### src/rtl/multicycle_alu.sv
// multicycle_alu: registered execute-stage ALU with valid/ready handshake.
// Iterative signed MUL/DIV (WIDTH cycles) are built only when ALU_MULDIV_EN is defined.
module multicycle_alu #(
   parameter int WIDTH = 32
) (
   input  logic             clk,
   input  logic             resetN,
   input  logic             inValid,
   output logic             inReady,
   input  logic [5:0]       opcode,
   input  logic [5:0]       funct,
   input  logic [WIDTH-1:0] firstOperand,
   input  logic [WIDTH-1:0] secondOperand,
   output logic             outValid,
   input  logic             outReady,
   output logic [WIDTH-1:0] result,
   output logic [WIDTH-1:0] resultHi,
   output logic             zeroFlag
);
`ifdef ALU_MULDIV_EN
   typedef enum logic [1:0] {IDLE, MUL, DIV, DONE} state_t;
`else
   typedef enum logic [1:0] {IDLE, DONE} state_t;
`endif
   state_t state, state_n;
   logic ld;
   logic [WIDTH-1:0] a, b, sc_res, res_n, rhi_n;
   assign a = firstOperand;
   assign b = secondOperand;
   assign inReady = state == IDLE;
   assign outValid = state == DONE;
   assign sc_res = opcode == 6'd0 ?
                     (funct == 6'd0 ? a + b :
                      funct == 6'd1 ? a - b :
                      funct == 6'd2 ? a & b :
                      funct == 6'd3 ? a | b :
                      funct == 6'd4 ? {{(WIDTH-1){1'b0}}, $signed(a) < $signed(b)} : '0) :
                   (opcode == 6'd4 || opcode == 6'd5) ? a + b :
                   opcode == 6'd6 ? a - b : '0;
`ifdef ALU_MULDIV_EN
   localparam int CNTW = $clog2(WIDTH) + 1;
   logic [CNTW-1:0] cnt;
   logic [WIDTH-1:0] hi, lo, m, mag_a, mag_b, mul_hi_n, mul_lo_n, div_hi_n, div_lo_n, quo, rem;
   logic [WIDTH:0] mul_sum, div_sh;
   logic [2*WIDTH-1:0] prod;
   logic is_mul, is_div, neg_q, neg_r, div_ok, last;
   assign is_mul = opcode == 6'd0 && funct == 6'd5;
   assign is_div = opcode == 6'd0 && funct == 6'd6;
   assign mag_a = a[WIDTH-1] ? -a : a;
   assign mag_b = b[WIDTH-1] ? -b : b;
   // MUL: {hi,lo} shifts right, lo starts as the multiplier and ends as the low product
   assign mul_sum = {1'b0, hi} + {1'b0, {WIDTH{lo[0]}} & m};
   assign mul_hi_n = mul_sum[WIDTH:1];
   assign mul_lo_n = {mul_sum[0], lo[WIDTH-1:1]};
   assign prod = neg_q ? -{mul_hi_n, mul_lo_n} : {mul_hi_n, mul_lo_n};
   // DIV: hi is the partial remainder, lo shifts the dividend out and quotient bits in
   assign div_sh = {hi, lo[WIDTH-1]};
   assign div_ok = div_sh >= {1'b0, m};
   assign div_hi_n = div_ok ? WIDTH'(div_sh - {1'b0, m}) : div_sh[WIDTH-1:0];
   assign div_lo_n = {lo[WIDTH-2:0], div_ok};
   assign quo = neg_q ? -div_lo_n : div_lo_n;
   assign rem = neg_r ? -div_hi_n : div_hi_n;
   assign last = cnt == CNTW'(WIDTH - 1);
   always_ff @(posedge clk or negedge resetN)
      if (!resetN) begin
         cnt <= '0;
         hi <= '0;
         lo <= '0;
         m <= '0;
         neg_q <= 1'b0;
         neg_r <= 1'b0;
      end else if (inValid && inReady) begin
         cnt <= '0;
         hi <= '0;
         lo <= is_mul ? mag_b : mag_a;
         m <= is_mul ? mag_a : mag_b;
         neg_q <= a[WIDTH-1] ^ b[WIDTH-1];
         neg_r <= a[WIDTH-1];
      end else if (state == MUL || state == DIV) begin
         cnt <= cnt + 1'b1;
         hi <= state == MUL ? mul_hi_n : div_hi_n;
         lo <= state == MUL ? mul_lo_n : div_lo_n;
      end
`endif
   always_ff @(posedge clk or negedge resetN)
      if (!resetN) state <= IDLE;
      else state <= state_n;
   always_comb begin
      state_n = state;
      ld = 1'b0;
      res_n = result;
      rhi_n = resultHi;
      case (state)
         IDLE: if (inValid) begin
`ifdef ALU_MULDIV_EN
            if (is_mul) state_n = MUL;
            else if (is_div && b != '0) state_n = DIV;
            else begin
               state_n = DONE;
               ld = 1'b1;
               res_n = is_div ? '1 : sc_res;
               rhi_n = is_div ? a : '0;
            end
`else
            state_n = DONE;
            ld = 1'b1;
            res_n = sc_res;
            rhi_n = '0;
`endif
         end
`ifdef ALU_MULDIV_EN
         MUL: if (last) begin
            state_n = DONE;
            ld = 1'b1;
            res_n = prod[WIDTH-1:0];
            rhi_n = prod[2*WIDTH-1:WIDTH];
         end
         DIV: if (last) begin
            state_n = DONE;
            ld = 1'b1;
            res_n = quo;
            rhi_n = rem;
         end
`endif
         DONE: if (outReady) state_n = IDLE;
         default: state_n = IDLE;
      endcase
   end
   always_ff @(posedge clk or negedge resetN)
      if (!resetN) begin
         result <= '0;
         resultHi <= '0;
         zeroFlag <= 1'b0;
      end else if (ld) begin
         result <= res_n;
         resultHi <= rhi_n;
         zeroFlag <= res_n == '0;
      end
endmodule

### config.mk
export PLATFORM = sky130hd
export DESIGN_NAME = multicycle_alu
export DESIGN_NICKNAME = d
export VERILOG_FILES = /design/src/rtl/multicycle_alu.sv
export SDC_FILE = /design/constraint.sdc
export NUM_CORES = 1
export LEC_CHECK = 0
export ABC_AREA = 1
export CORE_ASPECT_RATIO = 1.25
export CORE_MARGIN = 10
export CORE_UTILIZATION = 51
export CTS_BUF_LIST = sky130_fd_sc_hd__clkbuf_16
export DETAILED_ROUTE_END_ITERATION = 8
export PLACE_DENSITY = 0.81
export RECOVER_POWER = 25
export SLEW_MARGIN = 20
export SYNTH_ARGS = -nofsm -noshare
export SYNTH_HDL_FRONTEND = slang
export SYNTH_SLANG_ARGS = --single-unit
export TNS_END_PERCENT = 50
### constraint.sdc
create_clock -name clk -period 1.55 [get_ports clk]
set_input_delay 0.465 -clock clk [delete_from_list [all_inputs] [get_ports clk]]
set_output_delay 0.465 -clock clk [all_outputs]
set_load 0.02 [all_outputs]
==> metrics.txt, run 1 <==
CTS buffer count 5; Seq/Total Area, Yosys 0.0927; CTS root buffer clkbuf_16; Synth Area in Simple Gates 0.489; hpwl dp 35,400 um; I/O Buffers 114; die height between 150 and 200 um; Site Rows 54; Yosys Warn Count 0; XOR/XNOR Fraction of Synth Area 0.0105; top cells by area, synth nand2_1 (26%), inv_1 (15%), ha_1 (13%); IO Count 147; mux cell area share after synthesis 0; post-GRT worst EP zeroFlag$_DFFE_PN0P_/D; Synth Area per Inst slightly above 5 um2; placer congestion estimate 1.06; largest family of logic cells by synthesized area simple AND/OR/NAND/NOR gates; DP Area 13,600 um2; largest net degree at the start of global routing 35; Post-Syn Instances 1,774; Yosys top cell by area nand2_1; Synth Area in Adders 0.135; die width 140 um; Syn Std Cell Area 9170 um2; Synth cell types 40; H-Tree Depth 2; Clock Sinks 34; flops & latches, synth 34; error msg [ERROR DPL-0038] Utilization greater than 100%, impossible to legalize; Starting Density 0.522; status stopped before the end; Exit stage global routing; share of the synthesized area in the top cell type 0.259; maximum clock path buffer count 2; Worst End Pin Type register data pin; area fraction in compound gates after synthesis 0.0637
Yosys cell counts (all sizes together):
master and number:
dfrtp 34, ha 96, a22oi 1, o21bai 7
inv 366, o21ai 18, nand2 638, a21oi 50
a31oi 1, a211oi 4, nand3b 5, xor2 9
o22ai 17, fa 2, nor3 21, or2 15
and3 1, nor4 3, o221ai 2, a221oi 1
buf 71, nand4 26, nor2 179, o211ai 2
clkbuf 15, nand3 179, nor3b 1, and2 7
conb 1, xnor2 2
stage by stage:
| step | instances | hold slack, ns | worst slack, ns |
|---|---|---|---|
| 4_1_cts | 2475 | 0.529 | -1.15 |
| 3_5_place_dp | 2377 | 0.512 | -1.91 |
| 3_3_place_gp | 2377 | 0.484 | -1.83 |
| 2_1_floorplan | 1805 | 0.169 | -0.826 |
kinds of logic after synthesis:
logic type | Yosys count
flops | 34
fa+ha+maj | 98
buf+inv | 452
simple gates | 1075
other cells | 1
compound gates | 103
xor+xnor | 11
what timing repair did:
action,CTS
buffers inserted,98
hold buffers,0
gates cloned,1
setup endpoints to repair,68
gates resized for setup,809
pin swaps,274
==> inputs of run 2 (changes only) <==
--- a/config.mk
+++ b/config.mk
@@ -6,12 +6,10 @@
 export NUM_CORES = 1
 export LEC_CHECK = 0
 export ABC_AREA = 1
-export CORE_ASPECT_RATIO = 1.25
 export CORE_MARGIN = 10
-export CORE_UTILIZATION = 51
-export CTS_BUF_LIST = sky130_fd_sc_hd__clkbuf_16
+export CORE_UTILIZATION = 40
 export DETAILED_ROUTE_END_ITERATION = 8
-export PLACE_DENSITY = 0.81
+export PLACE_DENSITY_LB_ADDON = 0.15
 export RECOVER_POWER = 25
 export SLEW_MARGIN = 20
 export SYNTH_ARGS = -nofsm -noshare
==> constraint.sdc (replaced) <==
create_clock -name clk -period 2 [get_ports clk]
set_input_delay 0.6 -clock clk [delete_from_list [all_inputs] [get_ports clk]]
set_output_delay 0.6 -clock clk [all_outputs]
set_load 0.02 [all_outputs]
==> metrics.txt, run 2 <==
status finished with violations; violated checks setup timing; core box area 22,600 um2; Synth Area per Inst 5.17 um2; Relative slew margins 0.453; Crit path required time 2.21 ns; die width roughly 170 um; Synth cell types 40; flops & latches, synth 34; reg2reg path depth 13; CTS buffer count 5; global route total overflow 0; CP arrival between 3 and 4 ns; Die ar. 29,400 um2; WL final 48,700 um; share of cells above drive strength 1 0.526; most frequent cells in the layout nand2_1 (393), buf_4 (366), inv_1 (226); most common cell after layout, fill and taps aside nand2_1; post-route ant nets 0; Post-Syn Instances 1,774; PD cells approximately 380 nW/um2; Hold Crit Class register to register; r2r startpoint state[0]$_DFFE_PN0P_; H-Tree Depth 2; CTS tree yes; Final min period 3.02 ns; first-pass GRT wire length 69,200 um; Site Rows 55; LEAKAGE 9.52 nW; Syn Std Cell Area 9170 um2; Yosys Warn Count 0; ant diodes 0; fin cells 2,593; crit-path max cell delay 0.40 ns; hpwl dp about 36,000 um; share of the synthesized area in the top cell type 0.259; Fmax ~0.33 GHz; commonest cells in the netlist nand2_1 (634), inv_1 (365), nand3_1 (175); most frequent CP cell nand2_1; placed insts 2,458; Max Fanout on Critical Path 3; Final Hold Vio Count 0; largest net degree at the start of global routing 35; fin crit share 1.51; CTS hold repair buffers 0; nature of the critical path endpoint register; slack of the worst reg-to-reg path 0.19 ns; most common cell in the netlist nand2_1; max-slew violation count 0; final net count 2,485; die height 171 um; maxcap violations 0; main flop type after synthesis dfrtp_1; Buf+Inv Stages, Crit Path 5; Max IR drop VDD about 0.0006 V; placer congestion estimate about 1.0; IO Count 147; top cells by area, synth nand2_1 (26%), inv_1 (15%), ha_1 (13%); Seq/Total Area, Yosys 0.0927; First-pass DRT Iterations 6; Starting Density 0.406; CP Cell Sequence buf_8 > buf_6 > inv_12 > ha_4 > inv_4 > fa_2 > buf_6 > nand2_4 > nand3_4 > nand2_4 > nand2_8 > nand2_8 > nand3_4 > nand3_2 > nand2_1 > nor2_2 > nor2_4 > nor2_4 > nand3_1 > nor2_1 > nand2_1 > nor2_2 > nand3_1 > nand2_1; startpoint types input port; routed len/inst between 15 and 20 um; pre-CTS setup slack -1.72 ns; I/O Buffers approximately 110; Crit-path slowest cell fa_2; All-Layer GR Usage 0.298; Hold Crit Depth 2; Setup violations, final 33; Yosys top cell by area nand2_1; Tightest Pin Transition roughly 0.8 ns; via count 13,500; CTS root buffer clkbuf_16; Setup Skew just under 0.008 ns; worst-skew pair later-pin latency 0.28 ns; Largest register FFs 32; final core occ 0.781; top flop regs result: 32 flops, state: 1 flops, zeroFlag: 1 flops; Clock Sinks 34; maximum clock path buffer count 2; antenna violations before repair 1; Hold Path Sink zeroFlag$_DFFE_PN0P_; final worst slack -1.02 ns; Biggest register result; Syn-to-layout area delta 92.1%; Pwr Total 6.66 mW; CTS clk-pin slew, worst paths 0.05 ns; family with the most delay on the worst path simple AND/OR/NAND/NOR gates; vias per cell 5.20; Hold Path Origin zeroFlag$_DFFE_PN0P_; RSZ-0062 raised after global routing true; critical path type input port to register; vias in the first global route between 10,000 and 15,000; First DRT Iteration DRCs 1,378; number of fillers in the final layout 1,674; Post-synth EDFFs 0; Synth async-reset ratio 1.00; drt drc 0; R2R Path End zeroFlag$_DFFE_PN0P_
## run 2: cell counts after synthesis
No cell type changed its count.
## run 2: cell families (layout without fill, tap and decap cells)
kind of cell,count (synthesis),after routing,share of synthesized area
xor gates and xnor gates,11,11,0.0105
and+or+nand+nor,1075,1075,0.489
adders and majority gates,98,98,0.135
AOI/OAI and AO/OA,103,103,0.0637
DFF,34,34,0.0927
other,1,32,0.000409
buffers and inverters,452,955,0.208
## run 2: worst max path at each step
stage	endpoint	from	depth (start not counted)	slack, ns
6_report	zeroFlag$_DFFE_PN0P_	firstOperand[0]	24	-1.02
5_1_grt	zeroFlag$_DFFE_PN0P_	firstOperand[0]	24	-1.12
4_1_cts	result[16]$_DFFE_PN0P_	firstOperand[0]	24	-0.84
3_5_place_dp	zeroFlag$_DFFE_PN0P_	firstOperand[0]	24	-1.72
3_3_place_gp	zeroFlag$_DFFE_PN0P_	firstOperand[0]	24	-1.70
2_1_floorplan	zeroFlag$_DFFE_PN0P_	firstOperand[0]	21	-0.51
## run 2: layout make-up
| type | instances | area (um2) | area share |
|---|---|---|---|
| Clock buffer | 7 | 143 | 0.00810 |
| Clock inverter | 1 | 5.00 | 0.000284 |
| Inverter | 366 | 1470 | 0.0837 |
| Multi-Input combinational cell | 1319 | 9570 | 0.543 |
| Sequential cell | 34 | 851 | 0.0483 |
| Tap cell | 285 | 357 | 0.0202 |
| Timing Repair Buffer | 581 | 5220 | 0.296 |
## run 2: layer usage
| layer | global-route usage | vias up | part of all wire |
|---|---|---|---|
| li1 | - | 6394 | - |
| met1 | 0.394 | 6180 | 0.40 |
| met2 | 0.491 | 749 | 0.46 |
| met3 | 0.0394 | 171 | 0.097 |
| met4 | 0.0953 | 0 | 0.043 |
| met5 | 0 | - | 0 |
## run 2: worst min-delay path: cells and delay by family (launching register included)
kind | cells | cell delay (ns)
and+or+nand+nor | 2 | 0.12
DFF | 1 | 0.34
## run 2: timing repair
action                     4_1_cts  5_1_grt
gates cloned                     1        3
setup endpoints to repair       33       34
setup buffers                   85       53
gates resized for setup        702      310
pin swaps                      267      169
## run 2: through the flow
stage,hold WS (ns),setup TNS (ns),cell area [um2]
3_3_place_gp,0.467,-36.72,13800
4_1_cts,0.497,-12.27,16300
6_report,0.494,-13.76,17600
2_1_floorplan,0.304,-2.97,10200
5_1_grt,0.519,-16.55,17600
3_5_place_dp,0.477,-37.68,13800
## run 2: power by group
group	switching, mW	internal [mW]
combinational	2.81	2.24
sequential	0.0507	0.780
clock	0.284	0.493
total	3.15	3.52
No activity file was read; power rests on OpenSTA's default activity.
